## src/rtl/usb_tx_pkt_encoder_pkg.sv

```systemverilog
// Shared types and constants for the USB TX packet encoder: FSM states,
// packet codes, PID nibbles and CRC16 parameters.
package usb_tx_pkg;

  typedef enum logic [2:0] {
    ST_IDLE,
    ST_SYNC,
    ST_PID,
    ST_DATA,
    ST_CRC_LO,
    ST_CRC_HI,
    ST_EOP
  } state_t;

  typedef enum logic [2:0] {
    PKT_DATA0 = 3'd1,
    PKT_ACK   = 3'd2,
    PKT_NAK   = 3'd3,
    PKT_STALL = 3'd4,
    PKT_DATA1 = 3'd5
  } pkt_t;

  localparam logic [3:0] PID_DATA0 = 4'b0011;
  localparam logic [3:0] PID_DATA1 = 4'b1011;
  localparam logic [3:0] PID_ACK   = 4'b0010;
  localparam logic [3:0] PID_NAK   = 4'b1010;
  localparam logic [3:0] PID_STALL = 4'b1110;

  // Reflected form of poly 0x8005, for LSB-first byte processing
  localparam logic [15:0] CRC16_POLY_REFL = 16'hA001;
  localparam logic [15:0] CRC16_INIT      = 16'hFFFF;

  function automatic logic pkt_legal(input logic [2:0] code);
    return (code >= 3'd1) && (code <= 3'd5);
  endfunction

  function automatic logic pkt_is_data(input pkt_t pkt);
    return (pkt == PKT_DATA0) || (pkt == PKT_DATA1);
  endfunction

  // PID byte goes out as {check nibble, pid nibble}
  function automatic logic [7:0] pid_byte(input pkt_t pkt);
    logic [3:0] pid4;
    case (pkt)
      PKT_DATA0: pid4 = PID_DATA0;
      PKT_DATA1: pid4 = PID_DATA1;
      PKT_ACK:   pid4 = PID_ACK;
      PKT_NAK:   pid4 = PID_NAK;
      default:   pid4 = PID_STALL;
    endcase
    return {~pid4, pid4};
  endfunction

endpackage

```

## src/rtl/usb_tx_pkt_encoder_if.sv

```systemverilog
// Handshake/byte bus between the packet encoder and its environment
// (packet requester, TX FIFO and NRZI/bit-stuff serializer).
interface usb_tx_pkt_encoder_if #(
  parameter int OCC_W = 7
);
  logic             begin_packet;
  logic [2:0]       tx_packet;
  logic [7:0]       tx_packet_data;
  logic [OCC_W-1:0] buffer_occupancy;
  logic             rollover_flag;
  logic [7:0]       shift_data;
  logic             load_byte;
  logic             get_tx_data;
  logic             is_eop;
  logic             end_packet;
  logic             busy;
  logic             pkt_err;

  modport master (
    output begin_packet, tx_packet, tx_packet_data, buffer_occupancy, rollover_flag,
    input  shift_data, load_byte, get_tx_data, is_eop, end_packet, busy, pkt_err
  );

  modport slave (
    input  begin_packet, tx_packet, tx_packet_data, buffer_occupancy, rollover_flag,
    output shift_data, load_byte, get_tx_data, is_eop, end_packet, busy, pkt_err
  );
endinterface

```

## src/rtl/usb_tx_pkt_encoder_crc16.sv

```systemverilog
// USB CRC16 accumulator: one byte per enabled cycle, LSB-first, reflected register.
module usb_crc16
  import usb_tx_pkg::*;
(
  input  logic        clk,
  input  logic        n_rst,
  input  logic        clear,
  input  logic        enable,
  input  logic [7:0]  data,
  output logic [15:0] crc
);

  logic [15:0] crc_next;

  always_comb begin
    crc_next = crc ^ {8'h00, data};
    for (int unsigned i = 0; i < 8; i++) begin
      crc_next = crc_next[0] ? ((crc_next >> 1) ^ CRC16_POLY_REFL) : (crc_next >> 1);
    end
  end

  always_ff @(posedge clk or negedge n_rst) begin
    if (!n_rst) begin
      crc <= CRC16_INIT;
    end else if (clear) begin
      crc <= CRC16_INIT;
    end else if (enable) begin
      crc <= crc_next;
    end
  end

endmodule

```

## src/rtl/usb_tx_pkt_encoder.sv

```systemverilog
// Byte-level USB TX packet sequencer: SYNC, PID, FIFO payload, CRC16, EOP,
// one byte handed to the serializer per rollover.
module usb_tx_pkt_encoder
  import usb_tx_pkg::*;
#(
  parameter int          OCC_W       = 7,
  parameter int          MAX_PAYLOAD = 64,
  parameter int          EOP_CYC     = 2,
  parameter logic [7:0]  SYNC_BYTE   = 8'h80
) (
  input logic                clk,
  input logic                n_rst,
  usb_tx_pkt_encoder_if.slave bus
);

  localparam int CNT_W = $clog2(MAX_PAYLOAD + 1);
  localparam int EOP_W = (EOP_CYC > 1) ? $clog2(EOP_CYC) : 1;
  localparam logic [CNT_W-1:0] CNT_MAX  = CNT_W'(MAX_PAYLOAD);
  localparam logic [EOP_W-1:0] EOP_LAST = EOP_W'(EOP_CYC - 1);

  state_t           state;
  pkt_t             pkt_q;
  logic [CNT_W-1:0] count;
  logic [EOP_W-1:0] eop_cnt;
  logic [15:0]      crc;
  logic [OCC_W-1:0] occ;

  logic [7:0] shift_q;
  logic       load_q, get_q, eop_q, end_q, err_q;

  logic take_byte, start_ok, crc_clear, crc_en;

  assign occ = bus.buffer_occupancy;

  always_comb begin
    take_byte = (occ != '0) && (count < CNT_MAX);
    start_ok  = (state == ST_IDLE) && bus.begin_packet && pkt_legal(bus.tx_packet);
    crc_clear = start_ok;
    // CRC absorbs the FIFO head on the same edge the byte is loaded and popped
    crc_en    = bus.rollover_flag && take_byte &&
                ((state == ST_DATA) || ((state == ST_PID) && pkt_is_data(pkt_q)));
  end

  usb_crc16 u_crc (
    .clk    (clk),
    .n_rst  (n_rst),
    .clear  (crc_clear),
    .enable (crc_en),
    .data   (bus.tx_packet_data),
    .crc    (crc)
  );

  always_ff @(posedge clk or negedge n_rst) begin
    if (!n_rst) begin
      state   <= ST_IDLE;
      pkt_q   <= PKT_DATA0;
      count   <= '0;
      eop_cnt <= '0;
      shift_q <= '0;
      load_q  <= 1'b0;
      get_q   <= 1'b0;
      eop_q   <= 1'b0;
      end_q   <= 1'b0;
      err_q   <= 1'b0;
    end else begin
      load_q <= 1'b0;
      get_q  <= 1'b0;
      end_q  <= 1'b0;
      err_q  <= 1'b0;
      case (state)
        ST_IDLE: begin
          if (bus.begin_packet) begin
            if (pkt_legal(bus.tx_packet)) begin
              pkt_q   <= pkt_t'(bus.tx_packet);
              count   <= '0;
              state   <= ST_SYNC;
              shift_q <= SYNC_BYTE;
              load_q  <= 1'b1;
            end else begin
              err_q <= 1'b1;
            end
          end
        end
        ST_SYNC: begin
          if (bus.rollover_flag) begin
            state   <= ST_PID;
            shift_q <= pid_byte(pkt_q);
            load_q  <= 1'b1;
          end
        end
        ST_PID, ST_DATA: begin
          if (bus.rollover_flag) begin
            if ((state == ST_PID) && !pkt_is_data(pkt_q)) begin
              state   <= ST_EOP;
              eop_q   <= 1'b1;
              shift_q <= 8'hFF;
              eop_cnt <= '0;
              end_q   <= (EOP_LAST == '0);
            end else if (take_byte) begin
              state   <= ST_DATA;
              get_q   <= 1'b1;
              shift_q <= bus.tx_packet_data;
              load_q  <= 1'b1;
              count   <= count + 1'b1;
            end else begin
              state   <= ST_CRC_LO;
              shift_q <= ~crc[7:0];
              load_q  <= 1'b1;
            end
          end
        end
        ST_CRC_LO: begin
          if (bus.rollover_flag) begin
            state   <= ST_CRC_HI;
            shift_q <= ~crc[15:8];
            load_q  <= 1'b1;
          end
        end
        ST_CRC_HI: begin
          if (bus.rollover_flag) begin
            state   <= ST_EOP;
            eop_q   <= 1'b1;
            shift_q <= 8'hFF;
            eop_cnt <= '0;
            end_q   <= (EOP_LAST == '0);
          end
        end
        ST_EOP: begin
          if (eop_cnt == EOP_LAST) begin
            state <= ST_IDLE;
            eop_q <= 1'b0;
          end else begin
            eop_cnt <= eop_cnt + 1'b1;
            end_q   <= ((eop_cnt + 1'b1) == EOP_LAST);
          end
        end
        default: state <= ST_IDLE;
      endcase
    end
  end

  assign bus.shift_data  = shift_q;
  assign bus.load_byte   = load_q;
  assign bus.get_tx_data = get_q;
  assign bus.is_eop      = eop_q;
  assign bus.end_packet  = end_q;
  assign bus.busy        = (state != ST_IDLE);
  assign bus.pkt_err     = err_q;

endmodule
```

## src/flat_wrapper.sv

```systemverilog
// flat-port wrapper written by rule: the top's interface ports become plain ports
module usb_tx_pkt_encoder_flat import usb_tx_pkg::*;
#(
  parameter int          OCC_W       = 7,
  parameter int          MAX_PAYLOAD = 64,
  parameter int          EOP_CYC     = 2,
  parameter logic [7:0]  SYNC_BYTE   = 8'h80
)
  (clk, n_rst, bus_begin_packet, bus_tx_packet, bus_tx_packet_data, bus_buffer_occupancy, bus_rollover_flag, bus_shift_data, bus_load_byte, bus_get_tx_data, bus_is_eop, bus_end_packet, bus_busy, bus_pkt_err);
  usb_tx_pkt_encoder_if #(.OCC_W(OCC_W)) bus_i ();
  input logic clk;
  input logic n_rst;
  input wire logic [$bits(bus_i.begin_packet)-1:0] bus_begin_packet;
  input wire logic [$bits(bus_i.tx_packet)-1:0] bus_tx_packet;
  input wire logic [$bits(bus_i.tx_packet_data)-1:0] bus_tx_packet_data;
  input wire logic [$bits(bus_i.buffer_occupancy)-1:0] bus_buffer_occupancy;
  input wire logic [$bits(bus_i.rollover_flag)-1:0] bus_rollover_flag;
  output wire logic [$bits(bus_i.shift_data)-1:0] bus_shift_data;
  output wire logic [$bits(bus_i.load_byte)-1:0] bus_load_byte;
  output wire logic [$bits(bus_i.get_tx_data)-1:0] bus_get_tx_data;
  output wire logic [$bits(bus_i.is_eop)-1:0] bus_is_eop;
  output wire logic [$bits(bus_i.end_packet)-1:0] bus_end_packet;
  output wire logic [$bits(bus_i.busy)-1:0] bus_busy;
  output wire logic [$bits(bus_i.pkt_err)-1:0] bus_pkt_err;
  assign bus_i.begin_packet = bus_begin_packet;
  assign bus_i.tx_packet = bus_tx_packet;
  assign bus_i.tx_packet_data = bus_tx_packet_data;
  assign bus_i.buffer_occupancy = bus_buffer_occupancy;
  assign bus_i.rollover_flag = bus_rollover_flag;
  assign bus_shift_data = bus_i.shift_data;
  assign bus_load_byte = bus_i.load_byte;
  assign bus_get_tx_data = bus_i.get_tx_data;
  assign bus_is_eop = bus_i.is_eop;
  assign bus_end_packet = bus_i.end_packet;
  assign bus_busy = bus_i.busy;
  assign bus_pkt_err = bus_i.pkt_err;
  usb_tx_pkt_encoder #(.OCC_W(OCC_W), .MAX_PAYLOAD(MAX_PAYLOAD), .EOP_CYC(EOP_CYC), .SYNC_BYTE(SYNC_BYTE)) u_core (.clk(clk), .n_rst(n_rst), .bus(bus_i));
endmodule
```

## config.mk

```make
export PLATFORM = sky130hd
export DESIGN_NAME = usb_tx_pkt_encoder_flat
export DESIGN_NICKNAME = d
export VERILOG_FILES = /design/src/rtl/usb_tx_pkt_encoder_pkg.sv /design/src/rtl/usb_tx_pkt_encoder_if.sv /design/src/rtl/usb_tx_pkt_encoder_crc16.sv /design/src/rtl/usb_tx_pkt_encoder.sv /design/src/flat_wrapper.sv
export SDC_FILE = /design/constraint.sdc
export NUM_CORES = 1
export LEC_CHECK = 0
export CELL_PAD_IN_SITES_DETAIL_PLACEMENT = 2
export CELL_PAD_IN_SITES_GLOBAL_PLACEMENT = 2
export CORE_MARGIN = 2
export CORE_UTILIZATION = 37
export CTS_BUF_LIST = sky130_fd_sc_hd__clkbuf_8 sky130_fd_sc_hd__clkbuf_16
export DETAILED_ROUTE_END_ITERATION = 8
export PLACE_DENSITY_LB_ADDON = 0.1
export SYNTH_ARGS = -nofsm -noshare
export SYNTH_HDL_FRONTEND = slang
export SYNTH_HIERARCHICAL = 1
export SYNTH_SLANG_ARGS = --single-unit
export TNS_END_PERCENT = 100
```

## constraint.sdc

```tcl
create_clock -name clk -period 6 [get_ports clk]
set_clock_uncertainty 0.1 [all_clocks]
set_input_delay 1.8 -clock clk [delete_from_list [all_inputs] [get_ports clk]]
set_output_delay 1.8 -clock clk [all_outputs]
set_load 0.01 [all_outputs]
```

## Yosys cells after proc, flatten, opt, wreduce, memory -nomap -nowiden

Index checks and enable logic that the tools add are counted.

| word-level totals | value |
|---|---|
| register bits | 43 |
| bits of input ports | 22 |
| word-level logic and storage cells | 137 |

| operators by class | value |
|---|---|
| add/sub/neg operators | 2 |
| $lt $le $gt $ge | 3 |
| eq/ne operators | 20 |
| multiplexer cells | 63 |
| bitwise gates (word level) | 12 |
| reductions and logical operators | 26 |

Operators with widths:

| operator | number |
|---|---|
| $mux 16 | 10 |
| $mux 8 | 8 |
| $pmux 8 s5 | 1 |
| $mux 7 | 5 |
| $mux 3 | 9 |
| $not 2->3 | 8 |
| $mux 1 | 22 |
| $pmux 3 s6 | 1 |
| $not 8->8 | 2 |
| $pmux 4 s4 | 1 |
| $xor 16x8->16 | 1 |
| $ne 2x2->1 const B | 7 |
| $pmux 7 s2 | 1 |
| $reduce_and 7->1 | 2 |
| $eq 3x2->1 const B | 4 |
| $eq 3x3->1 const B | 4 |
| $pmux 1 s3 | 3 |
| $logic_and 1x1->1 | 8 |
| $mux 4 | 2 |
| $add 7x1->7 const B | 1 |
| $lt 7x7->1 const B | 1 |
| $reduce_bool 7->1 | 1 |
| $eq 3x1->1 const B | 2 |
| $ne 2x1->1 const B | 3 |
| 15 further kinds | 19 |

## Logic depth before layout (Yosys ltp)

| depth | value |
|---|---|
| depth in word-level cells | 19 |
| mapped depth | 10 |
| mapped depth without buffers | 7 |

## Hierarchy

The synthesis kept the hierarchy.

By module, submodules not included:

| module | times used | cells an instance | area each (µm²) | sequential area each (µm²) |
|---|---|---|---|---|
| usb_tx_pkt_encoder | 1 | 183 | 1664.1 | 676.9 |
| usb_crc16 | 1 | 87 | 895.9 | 420.4 |

## Worst setup path after synthesis

Ideal clock, no wire load.

| path | value |
|---|---|
| path type | input -> register |
| start | input bus_buffer_occupancy[2] |
| end | register u_core.u_crc.crc[10] |
| setup time | 0.084 ns |
| data arrival time | 3.668 ns |
| data required time | 5.816 ns |
| setup slack | 2.148 ns |
| cell stages on the path | 10 |
| cells stage by stage | or4_1 buf_2 o221ai_1 buf_2 nor2_1 clkbuf_1 clkbuf_1 nor2_1 a21oi_1 or2_2 |

| between the ends | value |
|---|---|
| cells in the longest elaborated chain, start to end | 5 |

RTL lines:

| what | line | RTL |
|---|---|---|
| from (decl) | flat_wrapper.sv:16 | `input wire logic [$bits(bus_i.buffer_occupancy)-1:0] bus_buffer_occupancy;` |
| $reduce_bool 7->1 | usb_tx_pkt_encoder.sv:36 | `take_byte = (occ != '0) && (count < CNT_MAX);` |
| $logic_and 1x1->1 | usb_tx_pkt_encoder.sv:36 |  |
| $logic_and 1x1->1 (2 in series) | usb_tx_pkt_encoder.sv:40 | `crc_en = bus.rollover_flag && take_byte &&` |
| net u_core.crc_en | usb_tx_pkt_encoder.sv:31 | `logic take_byte, start_ok, crc_clear, crc_en;` |
| $reduce_bool 2->1 (no line) | n/a |  |
| to (signal assigned) | usb_tx_pkt_encoder_crc16.sv:28 | `crc <= crc_next;` |
| to (decl) | usb_tx_pkt_encoder_crc16.sv:10 | `output logic [15:0] crc` |

The timed path passes the listed nets, and every way through them passes these cells.
A chain may end at the register's enable or synchronous reset.

## Final worst setup path

| path | value |
|---|---|
| start | input bus_buffer_occupancy[2] |
| end | register u_core.u_crc.crc[14] |

The elaborated chain is that of the path after synthesis.

==> results.cfg <==
[synthesis]
synth_common_cells = 26 x dfrtp_1, 20 x a21oi_1, 20 x nor2_1
yosysMostFrequentCell = dfrtp_1
async_flop_share = 1.00
synth_area_leader_cell = dfrtp_1
ys_seq_area_frac = 0.429
syn_nets = 293
ys_warn_count = 6
netlist.area_leader.share = 0.254
synth.area.top_cells = dfrtp_1 25%, dfstp_2 17%, xnor2_1 4.8%
synth.distinct_cells = 50
syn_area_um2 = 2560
synth_cells = 270
synth_enable_flop_cells = 0
synth-seq-cells = 43
syn_area_per_cell_um2 = 9.48
synth_flop_cell = dfrtp_1

[detailed_routing]
dr.pass1.iters = 4
drcViolationCount = 0
drt-wirelength-per-cell_um = 20.6
dr.first_iter.drc_count = 89
wl_mm = 7.80
via_per_inst = 5.94
vias = 2247
postRouteAntennaNets = 0

[layout]
area_growth_pct = 19.3
nFillCells = 744
multi_input_area_um2 = 1360
drive_gt1_frac = 0.138
final_nets = 320
antennaDiodeCount = 0
regArea_um2 = 1100

[worst_hold_path]
hold_path.class = reg -> reg
min_path_cells = 1
min_to = u_core/bus.shift_data[5]
hold_start = u_core/bus.shift_data[5]

[floorplanning]
die_area_um2 = 7600
die_height_um = 87.2
initial_utilization = 0.379
num_rows = 30
core_area_um2 = 6760
die_width_um = 87.2
io_pins = 36

[setup_path]
r2r-start = u_core/state[2]
r2r_cells = 5
crit_required_ns = 6.11
cp_max_fo = 27
critical_path_arrival_ns = 4.68
reg2reg_slack_ns = 3.24
critical_path_class = in -> reg
worstReg2RegEnd = u_core/u_crc/crc[14]
cp-start-kind = primary input
cp-end-kind = flop

[cts]
cts_resized = 0
cts_root_buf = clkbuf_8
cts_buffer_depth = 2
cts_buffers = 5
cts.sinks = 43
cts.clk_slew.worst_paths_ns = 0.08
clk_latency_ns = 0.30
cts_setup_buffers = 0
htree_num_levels = 2
cts_tree = built
cts_hold_buf = 0

[timing]
grt_setup_unrepaired = no
fmax_mhz = 219
fin_crit_sh = 0.761
fin_ws_ns = 1.44
worstMarginPinSlew_ns = 1.02
fin_setup_tns_ns = 0
slew_viol_final = 0
period_needed_ns = 4.56
timing_hold_violations_final = 0
setup_viol = 0
relSlewSlack = 0.318

[pwr]
vdd_drop_max_mv = 0.236
leakage_nw = 1.20
power.density_nw_per_um2 = 519

[place]
place_ws_ns = 1.13
hpwl_mm = 5.67
port_buffers = 35
finalWeightedCongestion = 0.819

[grt]
grt_pass1_vias = 2381
grt-ovfl-total = 0
grt_busiest_layer = met2
grt_use_met2 = 0.364
grt_pass1_wl_mm = 12.7
antenna_found_initial = 0
grt_util_met3 = 0.0322
track_usage = 0.218
grt_start_max_net_pins = 44
grt_use_met1 = 0.303

[outcome]
status = finished clean

[run]
cap_violations = 0
## worst max path at each step
stage	start	endpoint	slack (ns)	depth (start not counted)
floorplan	bus_buffer_occupancy[2]	u_core/u_crc/crc[10]	2.15	10
global placement	bus_buffer_occupancy[2]	u_core/u_crc/crc[14]	1.25	9
detailed placement	bus_buffer_occupancy[2]	u_core/u_crc/crc[15]	1.13	9
CTS	bus_buffer_occupancy[2]	u_core/u_crc/crc[15]	1.44	9
global route	bus_buffer_occupancy[2]	u_core/u_crc/crc[15]	1.15	9
finish	bus_buffer_occupancy[2]	u_core/u_crc/crc[14]	1.44	9
## cell type report
class,instances,share of cell area
Clock inverter,1,0.00123
Multi-Input combinational cell,201,0.446
Timing Repair Buffer,37,0.118
Sequential cell,43,0.359
Inverter,9,0.0111
Clock buffer,7,0.0316
Tap cell,80,0.0328
## stage by stage
stage          hold WS [ns]  total power, mW  instances  area [um^2]   util
5_1_grt               0.436             1.71        378         3050  0.452
2_1_floorplan         0.383             1.11        270         2560      -
4_1_cts               0.429             1.60        378         3050  0.452
3_5_place_dp          0.409             1.38        370         2950  0.437
3_3_place_gp          0.400             1.35        370         2950  0.437
6_report              0.421             1.59        378         3050  0.452
## cell usage in the layout (no fill, tap or decap), drive strengths merged, types with 2 or more instances in the layout
cell type and n:
o221ai 2, clkbuf 7, or4 5, dfrtp 26, clkdlybuf4s50 34, nor2b 8, nor3b 2, a21o 2
inv 8, a31oi 4, dfstp 17, a221o 8, buf 3, nor3 9, nor4 2, xnor2 15
and2 4, a211o 8, o21bai 2, mux2 2, and3 4, o31ai 5, or2 7, nor2 20
xor2 5, clkinv 2, or3 2, o21ai 17, nand3 2, nand2b 4, a21oi 20, o22ai 2
nand2 10, o211ai 14, a221oi 3
## sequential cells by signal, indices dropped and copies added, names as in the netlist
register / cells
u_core/bus.is_eop: 1
u_core/state: 3
u_core/eop_cnt: 1
u_core/bus.end_packet: 1
u_core/bus.shift_data: 8
u_core/u_crc/crc: 16
u_core/bus.pkt_err: 1
u_core/bus.get_tx_data: 1
u_core/count: 7
u_core/bus.load_byte: 1
u_core/pkt_q: 3
## critical path: stages
cell and delay, ns:
clkdlybuf4s50_1 0.41, or4_1 0.71, o221ai_1 0.72, nor2_1 0.09, buf_4 0.25, inv_1 0.18
nor2_1 0.09, and3_1 0.23, nor3_1 0.17
## power by group
group	total (mW)	switching [mW]	leakage (nW)	internal, mW
combinational	0.797	0.404	0.647	0.393
sequential	0.586	0.142	0.501	0.444
clock	0.203	0.0994	0.0557	0.104
total	1.59	0.646	1.20	0.940
## per-layer routing
| metal | wire, um | vias up |
|---|---|---|
| met5 | 0 | - |
| li1 | - | 1055 |
| met2 | 3790 | 37 |
| met1 | 3740 | 1149 |
| met4 | 70 | 0 |
| met3 | 196 | 6 |
## cell families after synthesis
| family | share of synthesized area |
|---|---|
| xor+xnor | 0.0806 |
| mux | 0.0127 |
| buf+inv | 0.0396 |
| flops | 0.429 |
| compound gates | 0.256 |
| simple gates | 0.177 |
| fa+ha+maj | 0.00489 |
(Power assumes the default switching activity.)
